**src/rtl/seq_shift_add_mult.sv**
```systemverilog
// Iterative shift-and-add multiplier, one multiplier bit per clock.
// Optional macro SIGNED_MULT_EN selects two's-complement operands.
module seq_shift_add_mult #(
    parameter int WIDTH = 32
) (
    input  logic                 clk_i,
    input  logic                 rst_ni,
    input  logic                 valid_i,
    output logic                 ready_o,
    input  logic [WIDTH-1:0]     a_i,
    input  logic [WIDTH-1:0]     b_i,
    output logic                 valid_o,
    input  logic                 ready_i,
    output logic [2*WIDTH-1:0]   result_o,
    output logic                 busy_o
);

    localparam int PW = 2 * WIDTH;
    localparam int CW = $clog2(WIDTH) + 1;

    typedef enum logic [1:0] {
        IDLE,
        BUSY,
        DONE
    } state_t;

    state_t state_q, state_d;

    logic [PW-1:0]    mcand_q;
    logic [PW-1:0]    acc_q;
    logic [PW-1:0]    res_q;
    logic [PW-1:0]    acc_sum;
    logic [PW-1:0]    final_val;
    logic [WIDTH-1:0] mplier_q;
    logic [CW-1:0]    cnt_q;
    logic [WIDTH-1:0] a_op;
    logic [WIDTH-1:0] b_op;
    logic             accept;
    logic             last_step;

    assign accept    = valid_i && (state_q == IDLE);
    assign last_step = (cnt_q == CW'(WIDTH - 1));
    assign acc_sum   = acc_q + (mplier_q[0] ? mcand_q : '0);

`ifdef SIGNED_MULT_EN
    logic sign_q;

    // Magnitudes; the most negative value maps onto 2^(WIDTH-1) unsigned.
    assign a_op      = a_i[WIDTH-1] ? -a_i : a_i;
    assign b_op      = b_i[WIDTH-1] ? -b_i : b_i;
    assign final_val = sign_q ? -acc_sum : acc_sum;

    always_ff @(posedge clk_i or negedge rst_ni) begin
        if (!rst_ni) begin
            sign_q <= 1'b0;
        end else if (accept) begin
            sign_q <= a_i[WIDTH-1] ^ b_i[WIDTH-1];
        end
    end
`else
    assign a_op      = a_i;
    assign b_op      = b_i;
    assign final_val = acc_sum;
`endif

    always_ff @(posedge clk_i or negedge rst_ni) begin
        if (!rst_ni) begin
            state_q <= IDLE;
        end else begin
            state_q <= state_d;
        end
    end

    always_comb begin
        state_d = state_q;
        unique case (state_q)
            IDLE:    if (valid_i)   state_d = BUSY;
            BUSY:    if (last_step) state_d = DONE;
            DONE:    if (ready_i)   state_d = IDLE;
            default:                state_d = IDLE;
        endcase
    end

    always_ff @(posedge clk_i or negedge rst_ni) begin
        if (!rst_ni) begin
            mcand_q  <= '0;
            mplier_q <= '0;
            acc_q    <= '0;
            cnt_q    <= '0;
            res_q    <= '0;
        end else if (accept) begin
            mcand_q  <= {{WIDTH{1'b0}}, a_op};
            mplier_q <= b_op;
            acc_q    <= '0;
            cnt_q    <= '0;
        end else if (state_q == BUSY) begin
            acc_q    <= acc_sum;
            mcand_q  <= mcand_q << 1;
            mplier_q <= mplier_q >> 1;
            cnt_q    <= cnt_q + CW'(1);
            // Only the final step publishes; no partial product is visible.
            if (last_step) begin
                res_q <= final_val;
            end
        end
    end

    assign ready_o  = (state_q == IDLE);
    assign busy_o   = (state_q == BUSY);
    assign valid_o  = (state_q == DONE);
    assign result_o = res_q;

endmodule

```
**config.mk**
```make
export PLATFORM = sky130hd
export DESIGN_NAME = seq_shift_add_mult
export DESIGN_NICKNAME = d
export VERILOG_FILES = /design/src/rtl/seq_shift_add_mult.sv
export SDC_FILE = /design/constraint.sdc
export NUM_CORES = 1
export LEC_CHECK = 0
export ABC_AREA = 0
export CORE_MARGIN = 3
export CORE_UTILIZATION = 40
export DETAILED_ROUTE_END_ITERATION = 6
export GPL_TIMING_DRIVEN = 0
export PLACE_DENSITY = 0.57
export REMOVE_ABC_BUFFERS = 1
export SYNTH_ARGS = -nofsm -noshare
export SYNTH_HDL_FRONTEND = slang
export SYNTH_SLANG_ARGS = --single-unit
```
**constraint.sdc**
```tcl
create_clock -name clk_i -period 10.8 [get_ports clk_i]
set_input_delay 1.08 -clock clk_i [delete_from_list [all_inputs] [get_ports clk_i]]
set_output_delay 1.08 -clock clk_i [all_outputs]
set_load 0.02 [all_outputs]
```
; ---- Word level (Yosys, flattened, before mapping)
; Cells that the tools add are included.
[totals]
wordCells = 33
reg_bits = 232
output_inout_bits = 67
input_bits = 68
[classes]
reduce_logical = 5
add_sub_neg = 2
bitwise_logic = 1
eq_ne = 6
muxes = 13
[op_table]
columns = cell, count
row1 = two-way mux 64 bit, 5
row2 = adder 64 bit, 1
row3 = two-way mux 32 bit, 2
row4 = two-way mux 6 bit, 2
row5 = "adder 6 x 1 -> 6 bit, second input constant", 1
row6 = "== test 6 x 5 -> 1 bit, second input constant", 1
row7 = two-way mux 2 bit, 3
row8 = case mux 2 bit (3 select lines), 1
row9 = AND reduction 3 bit, 2
row10 = "!= test 2 x 1 -> 1 bit, second input constant", 2
row11 = "== test 2 x 1 -> 1 bit, second input constant", 1
row12 = "== test 2 bit, second input constant", 1
row13 = zero test 2 bit, 1
row14 = "!= test 2 bit, second input constant", 1
row15 = nonzero test 2 bit, 1
row16 = logical AND 1 bit, 1
row17 = inverter 1 bit, 1

; ---- Longest topological paths before layout
[depth]
word_depth = 4
ltp_mapped = 15
mapped_depth_nobuf = 13

; ---- Least setup slack after synthesis
; OpenSTA, ideal clock, no wires.
[synth_path]
kind = register -> register
startpoint = register mplier_q[0]
endpoint = register res_q[52] (netlist: result_o[52])
arrival_ns = 3.279
t_required_ns = 10.675
path_buffers = 1
stages_incl_launch_ff = 15
setup_time_ns = 0.125
setup_slack_ns = 7.397
cell_sequence = dfrtp_1 clkbuf_1 and2_1 ha_1 fa_1 a21o_1 a221o_1 a211oi_4 o221ai_2 a2111o_1 nand4b_2 a21oi_2 o21ai_2 xnor2_1 mux2_2
[synth_via]
elab_chain_cells = 2
[synth_rtl]
columns = element, line
row1 = "start, declared", 34  ; logic [WIDTH-1:0] mplier_q;
row2 = "start signal, assigned", 93  ; mplier_q <= b_op;
row3 = "start signal, assigned", 99  ; mplier_q <= mplier_q >> 1;
row4 = two-way mux 64 bit, 43  ; assign acc_sum = acc_q + (mplier_q[0] ? mcand_q : '0);
row5 = adder 64 bit, 43
row6 = "end signal, assigned", 103  ; res_q <= final_val;
row7 = "end, declared", 31  ; logic [PW-1:0] res_q;
; No other way between the ends.
; A chain may end at the register's enable or synchronous reset.

; ---- Final worst setup path
[layout_path]
startpoint = register mplier_q[0]
endpoint = register res_q[60] (netlist: result_o[60])
; The elaborated chain is that of the path after synthesis.

==> metrics.md <==
| Metric | Value |
|---|---|
| CP cell instances | buf_12 -> and2_1 -> ha_1 -> fa_1 -> a21o_1 -> a221o_1 -> nand3_1 -> nand2_1 -> a31oi_1 -> o21ai_1 -> a21oi_1 -> o21ai_1 -> xnor2_1 -> o21ai_0 |
| DIE AREA | between 0.03 and 0.04 mm2 |
| Routed Wire Length | between 30000 and 40000 um |
| Worst Clk Skew | 16.4 ps |
| Most frequent cell after synthesis | nand2_1 |
| Final hold violations | 0 |
| Vias per inst | approximately 5.4 |
| CTS Buf Count | 27 |
| CTS resizes | 0 |
| Final antenna diode count | 0 |
| Final nets | 1711 |
| Root buffer cell | clkbuf_16 |
| DR WL/cell | between 15 and 20 um |
| Max Cap Viol | 0 |
| RSZ-0062 raised after global routing | no |
| Critical Path Most Common Cell | o21ai_1 |
| Die Y | around 190 um |
| Sw Ratio | 0.431 |
| Synth cell types | 65 |
| Post-Synthesis Cells | 1508 |
| Synth top cells by count | 322 x nand2_1, 232 x dfrtp_1, 183 x o21ai_0 |
| Final Max Slew Viols | 0 |
| Detailed Place HPWL | approximately 23000 um |
| Dpl cell area | approximately 0.015 mm2 |
| Slew @ Worst Pin | roughly 760 ps |
| Buf/Inv on CP | 1 |
| # port buffers | ~130 |
| GRT overflow | 0 |
| Post-synth top flop | dfrtp_1 |
| Final setup viols | 0 |
| Post-CTS Hold Buffers | 0 |
| Sequential area share after synthesis | 0.443 |
| Final Cycle Share | 0.408 |
| Crit-path leading delay family | compound AO/OA/AOI/OAI gates |
| GPL Wtd Cong | around 0.88 |
| Drt pass-1 iters | 5 |
| DRT iter0 DRCs | 630 |
| Ys async rst share | 1.00 |
| Compound-Gate Fraction of Synth Area | 0.209 |
| Fill count | 3072 |
| Worst slew margin relative to its limit | 0.492 |
| Net switching power | around 2.2 mW |
| Clock share of power | 0.198 |
| Vias in the first global route | roughly 11000 |
| Pwr dens | roughly 310 mW/mm2 |
| Synthesized-area fraction occupied by adder cells | 0.0626 |
| Fin cells | approximately 2000 |
| Initial antenna violation count | 0 |
| CP Max Fanout | a little under 50 |
| Max Root-Sink Buffers | 3 |
| Critical path endpoint category | flip-flop |
| Synth area leader | dfrtp_1 |
| Setup Crit Path Kind | flip-flop to flip-flop |
| # rows | 65 |
| Initial Util | 0.411 |
| Placed cells | 1984 |
| Int Power | between 2 and 3 mW |
| Largest family of logic cells by synthesized area | compound AO/OA/AOI/OAI gates |
| Htree depth | 1 |
| Slowest CP cell | a31oi_1 |
| Pin count of the biggest net entering global routing | just under 90 |
| Utilization after layout | 0.497 |
| LEAKAGE | approximately 7.0 nW |
| Synth area leaders | dfrtp_1 44%, nand2_1 9.2%, o21ai_0 7.0% |
| Hold_ws | approximately 470 ps |
| Hold/Removal Path Class | flip-flop to flip-flop |
| Post-CTS setup buffer count | 0 |
| Synth Area in Simple Gates | 0.198 |
| Antenna viol nets, final | 0 |
| Fmax | approximately 230 MHz |
| Die width | about 190 um |
| Yosys top cell area share | 0.443 |
| Design Power | approximately 5 mW |
| Total core area | between 0.03 and 0.04 mm2 |
| Tmin final | 4410 ps |
| Share of cells above drive strength 1 | 0.0570 |
| Combinational share of power | 0.507 |
| Post-synthesis xor/xnor area fraction | 0.0414 |
| Mux cell area share after synthesis | 0.0102 |
| Area Growth Syn to Fin | 20.8% |
| Worst Path Arrival | approximately 4800 ps |
| Vias | 11000 |
| Remaining DRCs | 0 |
| #FFs+latches synth | 232 |
| Largest stage delay, worst path | 670 ps |
| CTS tree | yes |
| Reg power frac | 0.295 |
| Total GRT Usage | 0.191 |
| Yosys warning count | 0 |
| Reg clk slew, reported paths | ~60 ps |
| Final Instance Area | approximately 0.016 mm2 |
| Post-Syn Area | roughly 0.013 mm2 |
| First-pass GRT wire length | 56900 um |
| Startpoint class of the critical path | flip-flop |
| Synth Area per Inst | 8.69 um2 |
| Clk sink count | between 200 and 250 |
| Post-synth EDFFs | 0 |
| Peak VDD IR | around 0.00016 V |
| Boundary pin count | ~140 |
| CP required | around 11000 ps |
| Worst-Skew Late Latency | between 500 and 600 ps |
| Status | finished, final reports clean |
routing by layer:
metal  vias up  share of wire  global-route usage
met5         -              0                   0
met4         0          0.027              0.0503
met3        53          0.037              0.0251
met2       221           0.45               0.310
met1      5237           0.49               0.271
li1       5439              -                   -
cell families (layout without fill, tap and decap cells):
group                    Yosys count  count (layout)
AND/OR/NAND/NOR                  570             570
AO/OA/AOI/OAI                    448             448
flip-flops                       232             232
buffers and inverters            119             207
adder cells (fa/ha/maj)           65              65
XOR/XNOR                          62              62
multiplexers                      12              12
final cells by class:
class	instances	area, um2	area share
Clock inverter	9	170	0.0107
Clock buffer	38	797	0.0503
Sequential cell	232	5810	0.367
Tap cell	435	544	0.0344
Inverter	16	62.6	0.00395
Multi-Input combinational cell	1157	6860	0.433
Timing Repair Buffer	144	1590	0.101
per-stage QoR:
step	TNS, ps	worst slack, ps
finish	0	6390
global route	0	6130
CTS	0	6380
detailed placement	0	6400
global placement	-674680	-2740
floorplan	0	3330
worst min-delay path, delay by kind of cell (launching register included):
kind | cells | cell delay (ps)
flops | 1 | 340
simple gates | 2 | 110
sequential cells by signal, summed over array words and instances, names as in the netlist:
signal and count:
mcand_q 64, state_q 2, acc_q 64, mplier_q 32
result_o 64, cnt_q 6
path summary, 6_finish.rpt:
path / start / endpoint / slack, ps / cells after the start
worst max-delay path: mplier_q[0]$_DFFE_PN0P_ / result_o[60]$_DFFE_PN0P_ / 6390 / 14
worst min-delay path: mplier_q[12]$_DFFE_PN0P_ / mplier_q[12]$_DFFE_PN0P_ / 470 / 2
worst max register to register: mplier_q[0]$_DFFE_PN0P_ / result_o[60]$_DFFE_PN0P_ / 6390 / 14
worst min register to register: mplier_q[12]$_DFFE_PN0P_ / mplier_q[12]$_DFFE_PN0P_ / 470 / 2
max in group asynchronous: rst_ni / mplier_q[0]$_DFFE_PN0P_ / 9440 / 2
min in group asynchronous: rst_ni / result_o[3]$_DFFE_PN0P_ / 490 / 1
power by group through the flow:
stage	logic, mW	clock network, mW	registers, mW
4_1_cts	2.55	1.01	1.47
3_5_place_dp	2.54	0	1.48
3_3_place_gp	2.46	0	1.50
5_1_grt	2.85	1.05	1.52
6_report	2.53	0.987	1.47
2_1_floorplan	1.65	0	1.53
cells in the final DEF, fill, tap and decap left out, types with 8 or more instances in the layout:
| cell type | Yosys | layout |
|---|---|---|
| a22oi_1 | 62 | 62 |
| nand4_1 | 25 | 25 |
| nand3_1 | 67 | 67 |
| a21o_1 | 26 | 26 |
| clkbuf_16 | 0 | 27 |
| dfrtp_1 | 232 | 231 |
| nand2_1 | 322 | 320 |
| ha_1 | 64 | 64 |
| a31oi_1 | 14 | 14 |
| mux2_2 | 11 | 11 |
| o21ai_0 | 183 | 183 |
| xnor2_1 | 36 | 36 |
| clkdlybuf4s50_1 | 0 | 133 |
| o21bai_1 | 9 | 9 |
| inv_1 | 15 | 15 |
| and2_1 | 66 | 65 |
| nor2_1 | 40 | 39 |
| clkbuf_8 | 0 | 8 |
| a21oi_1 | 86 | 86 |
| xor2_1 | 26 | 26 |
| a22o_1 | 9 | 9 |
Note: power is estimated with default switching activity, not from simulation.
